**src/rtl/mon_pad_scan_seq_if.sv**
```systemverilog
// Handshake and pad-control bundle for mon_pad_scan_seq.
// The sf_en signal exists only when MON_SCAN_SF_EN is defined.
interface mon_pad_scan_seq_if #(
  parameter int N_CH    = 6,
  parameter int DWELL_W = 16
);
  localparam int CH_W = $clog2(N_CH);

  logic                start;
  logic                stop;
  logic                cont;
  logic [N_CH-1:0]     ch_mask;
  logic [DWELL_W-1:0]  dwell;
  logic [N_CH-1:0]     pa_sel;
  logic [N_CH/2-1:0]   oe;
  logic                sample;
  logic [CH_W-1:0]     ch_id;
  logic                busy;
  logic                done;
  logic                err;
`ifdef MON_SCAN_SF_EN
  logic                sf_en;
`endif

  modport master (
    output start, stop, cont, ch_mask, dwell,
    input  pa_sel, oe, sample, ch_id, busy, done, err
`ifdef MON_SCAN_SF_EN
    , input sf_en
`endif
  );

  modport slave (
    input  start, stop, cont, ch_mask, dwell,
    output pa_sel, oe, sample, ch_id, busy, done, err
`ifdef MON_SCAN_SF_EN
    , output sf_en
`endif
  );
endinterface

```
**src/rtl/mon_pad_scan_seq.sv**
```systemverilog
// Time-multiplexed monitor pad scan sequencer with break-before-make channel switching.
// Optional source-follower warm-up phase enabled by defining MON_SCAN_SF_EN.
module mon_pad_scan_seq #(
  parameter int N_CH       = 6,
  parameter int DWELL_W    = 16,
  parameter int SETTLE_CYC = 4,
  parameter int WARM_CYC   = 8
) (
  input  logic               clk,
  input  logic               rst_b,
  mon_pad_scan_seq_if.slave  bus
);
  localparam int CH_W  = $clog2(N_CH);
  localparam int SET_W = $clog2(SETTLE_CYC + 1);
  localparam int WRM_W = $clog2(WARM_CYC + 1);
  localparam int CNT_W = (DWELL_W >= SET_W && DWELL_W >= WRM_W) ? DWELL_W :
                         ((SET_W >= WRM_W) ? SET_W : WRM_W);

  typedef enum logic [2:0] {
    ST_IDLE   = 3'd0,
`ifdef MON_SCAN_SF_EN
    ST_WARM   = 3'd1,
`endif
    ST_SETTLE = 3'd2,
    ST_DWELL  = 3'd3,
    ST_NEXT   = 3'd4,
    ST_FIN    = 3'd5
  } state_t;

  function automatic logic [CH_W-1:0] lowest_set(input logic [N_CH-1:0] m);
    logic [CH_W-1:0] idx;
    idx = {CH_W{1'b0}};
    for (int i = N_CH - 1; i >= 0; i--) begin
      if (m[i]) idx = CH_W'(i);
    end
    return idx;
  endfunction

  // MSB of the result flags that a higher set bit was found.
  function automatic logic [CH_W:0] next_set(input logic [N_CH-1:0] m,
                                             input logic [CH_W-1:0] cur);
    logic [CH_W:0] res;
    res = {(CH_W+1){1'b0}};
    for (int i = N_CH - 1; i >= 0; i--) begin
      if (m[i] && (i > int'(cur))) res = {1'b1, CH_W'(i)};
    end
    return res;
  endfunction

  function automatic logic [N_CH/2-1:0] pair_oe(input logic [N_CH-1:0] sel);
    logic [N_CH/2-1:0] o;
    for (int k = 0; k < N_CH / 2; k++) begin
      o[k] = sel[2*k] | sel[2*k+1];
    end
    return o;
  endfunction

  state_t              state_r, nxt_state_s;
  logic [CNT_W-1:0]    cnt_r, nxt_cnt_s, dwell_load_s;
  logic [CH_W-1:0]     ch_id_r, nxt_ch_s;
  logic [N_CH-1:0]     mask_r;
  logic [DWELL_W-1:0]  dwell_r;
  logic                cont_r;
  logic                start_ok_s;
  logic                err_s;
  logic [CH_W:0]       nxt_up_s;
  logic [N_CH-1:0]     sel_s;
  logic                busy_s;
  logic                sample_s;
  logic [N_CH-1:0]     pa_sel_r;
  logic [N_CH/2-1:0]   oe_r;
  logic                sample_r;
  logic                busy_r;
  logic                done_r;
  logic                err_r;

  // Next-state, counter and channel selection.
  always_comb begin
    nxt_state_s  = state_r;
    nxt_cnt_s    = cnt_r;
    nxt_ch_s     = ch_id_r;
    start_ok_s   = 1'b0;
    err_s        = 1'b0;
    nxt_up_s     = {(CH_W+1){1'b0}};
    if (dwell_r == {DWELL_W{1'b0}}) begin
      dwell_load_s = {CNT_W{1'b0}};
    end else begin
      dwell_load_s = CNT_W'(dwell_r) - CNT_W'(1);
    end
    case (state_r)
      ST_IDLE: begin
        if (bus.start && !bus.stop) begin
          if (bus.ch_mask != {N_CH{1'b0}}) begin
            start_ok_s = 1'b1;
            nxt_ch_s   = lowest_set(bus.ch_mask);
`ifdef MON_SCAN_SF_EN
            nxt_state_s = ST_WARM;
            nxt_cnt_s   = CNT_W'(WARM_CYC - 1);
`else
            nxt_state_s = ST_SETTLE;
            nxt_cnt_s   = CNT_W'(SETTLE_CYC - 1);
`endif
          end else begin
            err_s = 1'b1;
          end
        end else begin
          nxt_state_s = ST_IDLE;
        end
      end
`ifdef MON_SCAN_SF_EN
      ST_WARM: begin
        if (cnt_r == {CNT_W{1'b0}}) begin
          nxt_state_s = ST_SETTLE;
          nxt_cnt_s   = CNT_W'(SETTLE_CYC - 1);
        end else begin
          nxt_cnt_s = cnt_r - CNT_W'(1);
        end
      end
`endif
      ST_SETTLE: begin
        if (cnt_r == {CNT_W{1'b0}}) begin
          nxt_state_s = ST_DWELL;
          nxt_cnt_s   = dwell_load_s;
        end else begin
          nxt_cnt_s = cnt_r - CNT_W'(1);
        end
      end
      ST_DWELL: begin
        if (cnt_r == {CNT_W{1'b0}}) begin
          nxt_state_s = ST_NEXT;
        end else begin
          nxt_cnt_s = cnt_r - CNT_W'(1);
        end
      end
      ST_NEXT: begin
        nxt_up_s = next_set(mask_r, ch_id_r);
        nxt_cnt_s = CNT_W'(SETTLE_CYC - 1);
        if (nxt_up_s[CH_W]) begin
          nxt_state_s = ST_SETTLE;
          nxt_ch_s    = nxt_up_s[CH_W-1:0];
        end else if (cont_r) begin
          nxt_state_s = ST_SETTLE;
          nxt_ch_s    = lowest_set(mask_r);
        end else begin
          nxt_state_s = ST_FIN;
        end
      end
      ST_FIN:  nxt_state_s = ST_IDLE;
      default: nxt_state_s = ST_IDLE;
    endcase
    // Abort overrides every pending transition, including a due sample.
    if (bus.stop && (state_r != ST_IDLE)) begin
      nxt_state_s = ST_IDLE;
    end else begin
      nxt_state_s = nxt_state_s;
    end
  end

  // Output values for the next cycle, decoded from the next state.
  always_comb begin
    sel_s    = {N_CH{1'b0}};
    busy_s   = 1'b0;
    sample_s = 1'b0;
    if ((nxt_state_s == ST_SETTLE) || (nxt_state_s == ST_DWELL)) begin
      sel_s = {{(N_CH-1){1'b0}}, 1'b1} << nxt_ch_s;
    end else begin
      sel_s = {N_CH{1'b0}};
    end
    if ((nxt_state_s == ST_SETTLE) || (nxt_state_s == ST_DWELL) ||
`ifdef MON_SCAN_SF_EN
        (nxt_state_s == ST_WARM) ||
`endif
        (nxt_state_s == ST_NEXT)) begin
      busy_s = 1'b1;
    end else begin
      busy_s = 1'b0;
    end
    if ((nxt_state_s == ST_DWELL) && (nxt_cnt_s == {CNT_W{1'b0}})) begin
      sample_s = 1'b1;
    end else begin
      sample_s = 1'b0;
    end
  end

  // State, counter, latched scan configuration and registered outputs.
  always_ff @(posedge clk or negedge rst_b) begin
    if (!rst_b) begin
      state_r  <= ST_IDLE;
      cnt_r    <= {CNT_W{1'b0}};
      ch_id_r  <= {CH_W{1'b0}};
      mask_r   <= {N_CH{1'b0}};
      dwell_r  <= {DWELL_W{1'b0}};
      cont_r   <= 1'b0;
      pa_sel_r <= {N_CH{1'b0}};
      oe_r     <= {(N_CH/2){1'b0}};
      sample_r <= 1'b0;
      busy_r   <= 1'b0;
      done_r   <= 1'b0;
      err_r    <= 1'b0;
    end else begin
      state_r  <= nxt_state_s;
      cnt_r    <= nxt_cnt_s;
      ch_id_r  <= nxt_ch_s;
      if (start_ok_s) begin
        mask_r  <= bus.ch_mask;
        dwell_r <= bus.dwell;
        cont_r  <= bus.cont;
      end
      pa_sel_r <= sel_s;
      oe_r     <= pair_oe(sel_s);
      sample_r <= sample_s;
      busy_r   <= busy_s;
      done_r   <= (nxt_state_s == ST_FIN);
      err_r    <= err_s;
    end
  end

  assign bus.pa_sel = pa_sel_r;
  assign bus.oe     = oe_r;
  assign bus.sample = sample_r;
  assign bus.ch_id  = ch_id_r;
  assign bus.busy   = busy_r;
  assign bus.done   = done_r;
  assign bus.err    = err_r;
`ifdef MON_SCAN_SF_EN
  // Source follower tracks BUSY: on from warm-up, off at FIN, STOP or reset.
  assign bus.sf_en  = busy_r;
`endif
endmodule

```
**src/flat_wrapper.sv**
```systemverilog
// flat-port wrapper written by rule: the top's interface ports become plain ports
module mon_pad_scan_seq_flat 
#(
  parameter int N_CH       = 6,
  parameter int DWELL_W    = 16,
  parameter int SETTLE_CYC = 4,
  parameter int WARM_CYC   = 8
)
  (clk, rst_b, bus_start, bus_stop, bus_cont, bus_ch_mask, bus_dwell, bus_pa_sel, bus_oe, bus_sample, bus_ch_id, bus_busy, bus_done, bus_err);
  mon_pad_scan_seq_if #(.N_CH(N_CH), .DWELL_W(DWELL_W)) bus_i ();
  input  logic clk;
  input  logic rst_b;
  input wire logic [$bits(bus_i.start)-1:0] bus_start;
  input wire logic [$bits(bus_i.stop)-1:0] bus_stop;
  input wire logic [$bits(bus_i.cont)-1:0] bus_cont;
  input wire logic [$bits(bus_i.ch_mask)-1:0] bus_ch_mask;
  input wire logic [$bits(bus_i.dwell)-1:0] bus_dwell;
  output wire logic [$bits(bus_i.pa_sel)-1:0] bus_pa_sel;
  output wire logic [$bits(bus_i.oe)-1:0] bus_oe;
  output wire logic [$bits(bus_i.sample)-1:0] bus_sample;
  output wire logic [$bits(bus_i.ch_id)-1:0] bus_ch_id;
  output wire logic [$bits(bus_i.busy)-1:0] bus_busy;
  output wire logic [$bits(bus_i.done)-1:0] bus_done;
  output wire logic [$bits(bus_i.err)-1:0] bus_err;
  assign bus_i.start = bus_start;
  assign bus_i.stop = bus_stop;
  assign bus_i.cont = bus_cont;
  assign bus_i.ch_mask = bus_ch_mask;
  assign bus_i.dwell = bus_dwell;
  assign bus_pa_sel = bus_i.pa_sel;
  assign bus_oe = bus_i.oe;
  assign bus_sample = bus_i.sample;
  assign bus_ch_id = bus_i.ch_id;
  assign bus_busy = bus_i.busy;
  assign bus_done = bus_i.done;
  assign bus_err = bus_i.err;
  mon_pad_scan_seq #(.N_CH(N_CH), .DWELL_W(DWELL_W), .SETTLE_CYC(SETTLE_CYC), .WARM_CYC(WARM_CYC)) u_core (.clk(clk), .rst_b(rst_b), .bus(bus_i));
endmodule
```
**config.mk**
```make
export PLATFORM = sky130hd
export DESIGN_NAME = mon_pad_scan_seq_flat
export DESIGN_NICKNAME = d
export VERILOG_FILES = /design/src/rtl/mon_pad_scan_seq_if.sv /design/src/rtl/mon_pad_scan_seq.sv /design/src/flat_wrapper.sv
export SDC_FILE = /design/constraint.sdc
export NUM_CORES = 1
export LEC_CHECK = 0
export CORE_AREA = 2 2 91 93
export DETAILED_ROUTE_END_ITERATION = 8
export DIE_AREA = 0 0 93 95
export PLACE_DENSITY = 0.75
export SETUP_SLACK_MARGIN = 0.1
export SLEW_MARGIN = 25
export SYNTH_ARGS = -nofsm -noshare
export SYNTH_HDL_FRONTEND = slang
export SYNTH_SLANG_ARGS = --single-unit
```
**constraint.sdc**
```tcl
create_clock -name clk -period 3.9 [get_ports clk]
set_input_delay 0.78 -clock clk [delete_from_list [all_inputs] [get_ports clk]]
set_output_delay 0.78 -clock clk [all_outputs]
set_load 0.05 [all_outputs]
```
# After elaboration in Yosys (flattened, before gate mapping)
# Index checks and enable logic that the tools add are counted.
# totals
wordCells,93
regBits,58
output_inout_bits,16
# classes
n_eq_ne,7
bitwise,3
order_cmp,5
mux,46
shifts,1
reduce_logical,17
n_addsub,2
# op_table
operator,count
$mux 16,5
$mux 3,23
$pmux 16 s4,1
$logic_not 16->1,3
$sub 16x1->16 const B,2
$mux 4,6
$eq 3x2->1 const B,4
$pmux 3 s4,1
$eq 3x3->1 const B,3
$logic_and 1x1->1,8
$mux 1,8
$gt 2x3->1 const A,2
$gt 3x3->1 const A,2
$mux 6,1
$pmux 3 s2,1
$reduce_bool 6->1,1
$shl 1x3->6 const A,1
$gt 1x3->1 const A,1
$logic_not 3->1,1
$or 1x1->1,3
$reduce_bool 3->1,1
$logic_or 1x1->1,2
$logic_not 1->1,1

# Longest topological paths before layout
# logic_depth
depth_word,15
depth_mapped,10
depth_no_buf,9

# Worst setup path after synthesis
# Ideal clock, no wire load.
# synth_path
kind,register -> register
from,register u_core.dwell_r[2]
to,register u_core.sample_r (netlist: u_core.bus.sample)
path_stages_with_launch,9
path_slack_ns,1.109
arrival_ns,2.695
required_time_ns,3.804
path_cell_list,dfrtp_1 > buf_2 > nor4_1 > nand2_1 > or4_1 > xnor2_1 > a221o_1 > or4b_1 > nor4_2
# synth_between
elab_chain_len,7
word_cells_on_any_way,8
cone_classes,add/sub (1); mux (4); reduce/logical (3)
# synth_rtl
item,line,rtl
"start, declared",mon_pad_scan_seq.sv:62,logic [DWELL_W-1:0] dwell_r;
"start signal, assigned",mon_pad_scan_seq.sv:192,dwell_r <= {DWELL_W{1'b0}};
"start signal, assigned",mon_pad_scan_seq.sv:206,dwell_r <= bus.dwell;
$sub 16x1->16 or $logic_not 16->1 (tied branches),"mon_pad_scan_seq.sv:88, mon_pad_scan_seq.sv:85",
$mux 16 *,mon_pad_scan_seq.sv:85,if (dwell_r == {DWELL_W{1'b0}}) begin
$mux 16 *,mon_pad_scan_seq.sv:121,if (cnt_r == {CNT_W{1'b0}}) begin
$pmux 16 s4 *,mon_pad_scan_seq.sv:90,case (state_r)
$logic_not 16->1 *,mon_pad_scan_seq.sv:178,if ((nxt_state_s == ST_DWELL) && (nxt_cnt_s == {CNT_W{1'b0}})) begin
$logic_and 1x1->1 *,mon_pad_scan_seq.sv:178,
$mux 1 *,mon_pad_scan_seq.sv:178,
net u_core.sample_s,mon_pad_scan_seq.sv:69,logic sample_s;
"end signal, assigned",mon_pad_scan_seq.sv:211,sample_r <= sample_s;
"end, declared",mon_pad_scan_seq.sv:72,logic sample_r;
# The timed path passes the listed nets; every way through them passes the cells marked *.
# A chain may end at the register's enable or synchronous reset.

# Worst setup path in the final report
# layout_path
from,register u_core.cnt_r[0]
to,register u_core.sample_r (netlist: u_core.bus.sample)
# layout_between
word_cells_on_any_way,15
cone_classes,add/sub (1); eq/ne (1); mux (10); reduce/logical (3)
# layout_rtl
item,line,rtl
"start, declared",mon_pad_scan_seq.sv:59,"logic [CNT_W-1:0] cnt_r, nxt_cnt_s, dwell_load_s;"
"start signal, assigned",mon_pad_scan_seq.sv:189,cnt_r <= {CNT_W{1'b0}};
"start signal, assigned",mon_pad_scan_seq.sv:202,cnt_r <= nxt_cnt_s;
$sub 16x1->16 or $logic_not 16->1 (tied branches),--,
$mux 16 (on tied branches),"mon_pad_scan_seq.sv:129, mon_pad_scan_seq.sv:121",
$pmux 16 s4 *,mon_pad_scan_seq.sv:90,
net u_core.nxt_cnt_s[12],mon_pad_scan_seq.sv:59,
$logic_not 16->1 *,mon_pad_scan_seq.sv:178,
$logic_and 1x1->1 *,mon_pad_scan_seq.sv:178,
$mux 1 *,mon_pad_scan_seq.sv:178,
net u_core.sample_s,mon_pad_scan_seq.sv:69,
# Marks and branches as above.

==> impl_results.md <==
* Result of the run: finished, final reports clean
* Share of the synthesized area in the top cell type at 42.4%
* Clock edge transition at the registers on the reported setup and hold paths at 0.07 ns
* Unrepaired setup endpoints after global routing: false
* Later-pin clock latency in the skew report at 0.35 ns
* Post-detailed-route count of antenna-violating nets at 0
* Share of cell area taken by muxes after synthesis at 5.92%
* Synth top area cells: dfrtp_1, mux2_2, o21ai_0
* Initial antenna violation count at 0
* Vias per inst at 6.12
* DP Cell Count at 492
* Detailed-router iteration count before antenna repair at 5
* Kind of path behind the tightest hold check: in -> async
* Die area at 8840 sq um
* Maximum VDD drop at 388 uV
* Initial cell density of the core at 43.2%
* Crit path time final at 3.27 ns
* CTS tree: done
* Measured slew at the worst slew-check pin at 1.01 ns
* Final wirelength at 8720 microns
* Amount of wire on met2 after detailed routing at 4010 microns
* Number of enable flip-flop cells after synthesis at 0
* Signed area change from the synthesized netlist to the final layout at 21.9%
* Post-layout net count at 429
* Topmost layer with routed signal wires: met4
* Area share of fa/ha/maj cells after synthesis at 1.46%
* Leakage dissipation at 1.69 nW
* First-pass GRT wire length at 14,400 microns
* Arrival time of the worst setup path at 3.52 ns
* Ys async rst share at 100%
* Met1 Wirelength at 3920 microns
* # clock sinks at 58
* Fraction of final layout cells sized beyond drive strength 1 at 14.9%
* Number of buffers added on ports at 42
* Count of hold-fix buffers inserted at cts at 0
* Post-synth top cells: dfrtp_1, nor2_1, o21ai_0, inv_1, mux2_2
* CTS root buf: clkbuf_8
* Final worst clock skew at 0.00803 ns
* Proportion of power drawn by flip-flops and latches at 37.5%
* Tcrit/Tclk final at 83.7%
* Xor/xnor cell area share of the yosys netlist at 2.82%
* Total number of yosys warnings at 0
* Worst rel slew slack at 31.8%
* Average footprint of a synthesized cell at 9.64 sq um
* Number of rows in the core area at 33
* Die span in x at 93 microns
* Compound-Gate Fraction of Synth Area at 20.4%
* TritonCTS Buffers at 9
* Portion of the post-synthesis area used by sequential elements at 42.4%
* Net count of the mapped netlist at 386
* Cell taking the most area after synthesis: dfrtp_1
* Synthesized netlist cell count at 355
* Post-CTS setup buffer count at 0
* Post-route non-filler standard cell count at 508
* Post-Syn Area at 3420 sq um
* CTS Buffer Depth at 2
* Drt first-iter violations at 356
* Main combinational cell family by area after synthesis: simple AND/OR/NAND/NOR gates
* Switching fraction of total power at 40.0%
* Pin count of the biggest net entering global routing at 32
* Area share of and/or/nand/nor cells after synthesis at 23.0%
* Max capacitance violation total at 0
* Maximum clock frequency at 306 MHz
* Number of global-route vias before repair at 2,959
* Leading cell type by number of instances after synthesis: dfrtp_1
* Post-route DRC violation count at 0
* Deepest level of the CTS H-tree at 3
* Quantity of gates resized following cts at 0
* Type of element capturing the critical path: flip-flop
* Number of setup violations in the final report at 0
* WL per Instance at 17.2 microns
* Power share of the combinational group at 38.4%
* DR WL met3 at 593 microns
* Final-report max-slew violation count at 0
* Final hold viol count at 0
* Required time of the critical path at 4.16 ns
* Die span in y at 95 microns
* Internal cell power at 1.54 mW
* Top FF cell, synth: dfrtp_1
* GRT Overall Usage at 20.7%
* Synth Register Bits at 58
* Final HPWL from detailed placement at 6340 microns
* Crit path max fanout at 13
* Pwr per Cell Area at 613 nW/um^2
* Sum Neg Setup Slack at 0 ns
* Total number of vias at 3,107
* Net switching component of the power at 1.02 mW
* Worst setup path class: reg -> reg
* Aggregate global routing overflow at 0
* Synth unique cells at 70
* Ports placed on the boundary at 43
* Clock share of power at 24.1%
* Floorplan core area at 7930 sq um
* Count of inserted antenna diode cells at 0
* Element type at the critical path start: flip-flop
* Final estimated routing congestion in global placement at 0.907
## registers in the layout (all words and copies together) (netlist names), 3 cells and up
name	count
u_core.state_r	3
u_core.cnt_r	16
u_core.bus.oe	3
u_core.mask_r	6
u_core.bus.ch_id	3
u_core.dwell_r	16
u_core.bus.pa_sel	6
## area by class of cell
class                           count  area (sq um)
Clock buffer                       11           141
Clock inverter                      5          77.6
Fill cell                         713          3760
Inverter                           20          75.1
Multi-Input combinational cell    263          1850
Sequential cell                    58          1450
Tap cell                          105           131
Timing Repair Buffer               46           445
## kinds of logic after synthesis
kind of cell	after synthesis
buffers and inverters	34
adders and majority gates	4
and+or+nand+nor	131
xor gates and xnor gates	11
AOI/OAI and AO/OA	99
DFF	58
muxes	18
## metrics by stage
step	power, mW	util (%)	setup WS [ns]	hold slack [ns]	cell area [sq um]
finish	2.56	52.6	0.635	0.468	4170
detailed placement	1.92	49.8	0.395	0.547	3950
CTS	2.54	52.6	0.676	0.483	4170
floorplan	1.63	-	1.11	0.484	3420
global placement	1.88	49.8	0.519	0.548	3950
global route	2.71	52.6	0.395	0.515	4170
## worst max-delay path: stages, from the launching register on
cell,delay [ns]
dfrtp_1,0.43
inv_1,0.14
ha_1,0.16
nor4b_1,0.42
and4_1,0.68
or3_1,0.19
a31oi_1,0.09
a221o_1,0.30
or4b_1,0.56
nor4_2,0.22
## layout by cell type, fill, tap and decap left out, types with 4 or more instances in the layout
cell	n
dfrtp_1	58
clkdlybuf4s50_1	41
nor2_1	32
o21ai_0	25
inv_1	20
mux2_2	18
nand2_1	17
a21oi_1	16
clkbuf_8	10
nor3_1	9
nand3_1	9
nor2b_1	7
or4_1	7
nor4_1	7
xnor2_1	7
nand4_1	5
o22ai_1	5
or2_2	5
nor4b_1	4
a41oi_1	4
and4_1	4
xor2_1	4
o31ai_1	4
a221o_1	4
ha_1	4
buf_4	4
## final timing paths
kind / end / slack [ns] / from / cells past startpoint
max in group asynchronous: u_core.bus.err / 2.61 / rst_b / 2
max: u_core.bus.sample / 0.63 / u_core.cnt_r[0] / 9
min reg2reg: u_core.dwell_r[14] / 0.56 / u_core.dwell_r[14] / 1
min in group clk: u_core.dwell_r[14] / 0.56 / u_core.dwell_r[14] / 1
min: u_core.dwell_r[7] / 0.47 / rst_b / 1
max reg2reg: u_core.bus.sample / 0.63 / u_core.cnt_r[0] / 9
## per-layer routing
layer  GRT usage (%)  vias up
li1                -     1444
met1            28.5     1492
met2            31.9      152
met3            4.47       19
met4            8.21        0
met5               0        -
## power groups by stage
stage,clock network (mW),registers (mW),logic (mW)
after global placement,0,0.952,0.929
after detailed placement,0,0.961,0.954
final,0.617,0.959,0.982
after floorplan,0,0.956,0.672
after CTS,0.625,0.952,0.962
after global routing,0.657,0.981,1.07
(Power assumes the default switching activity.)
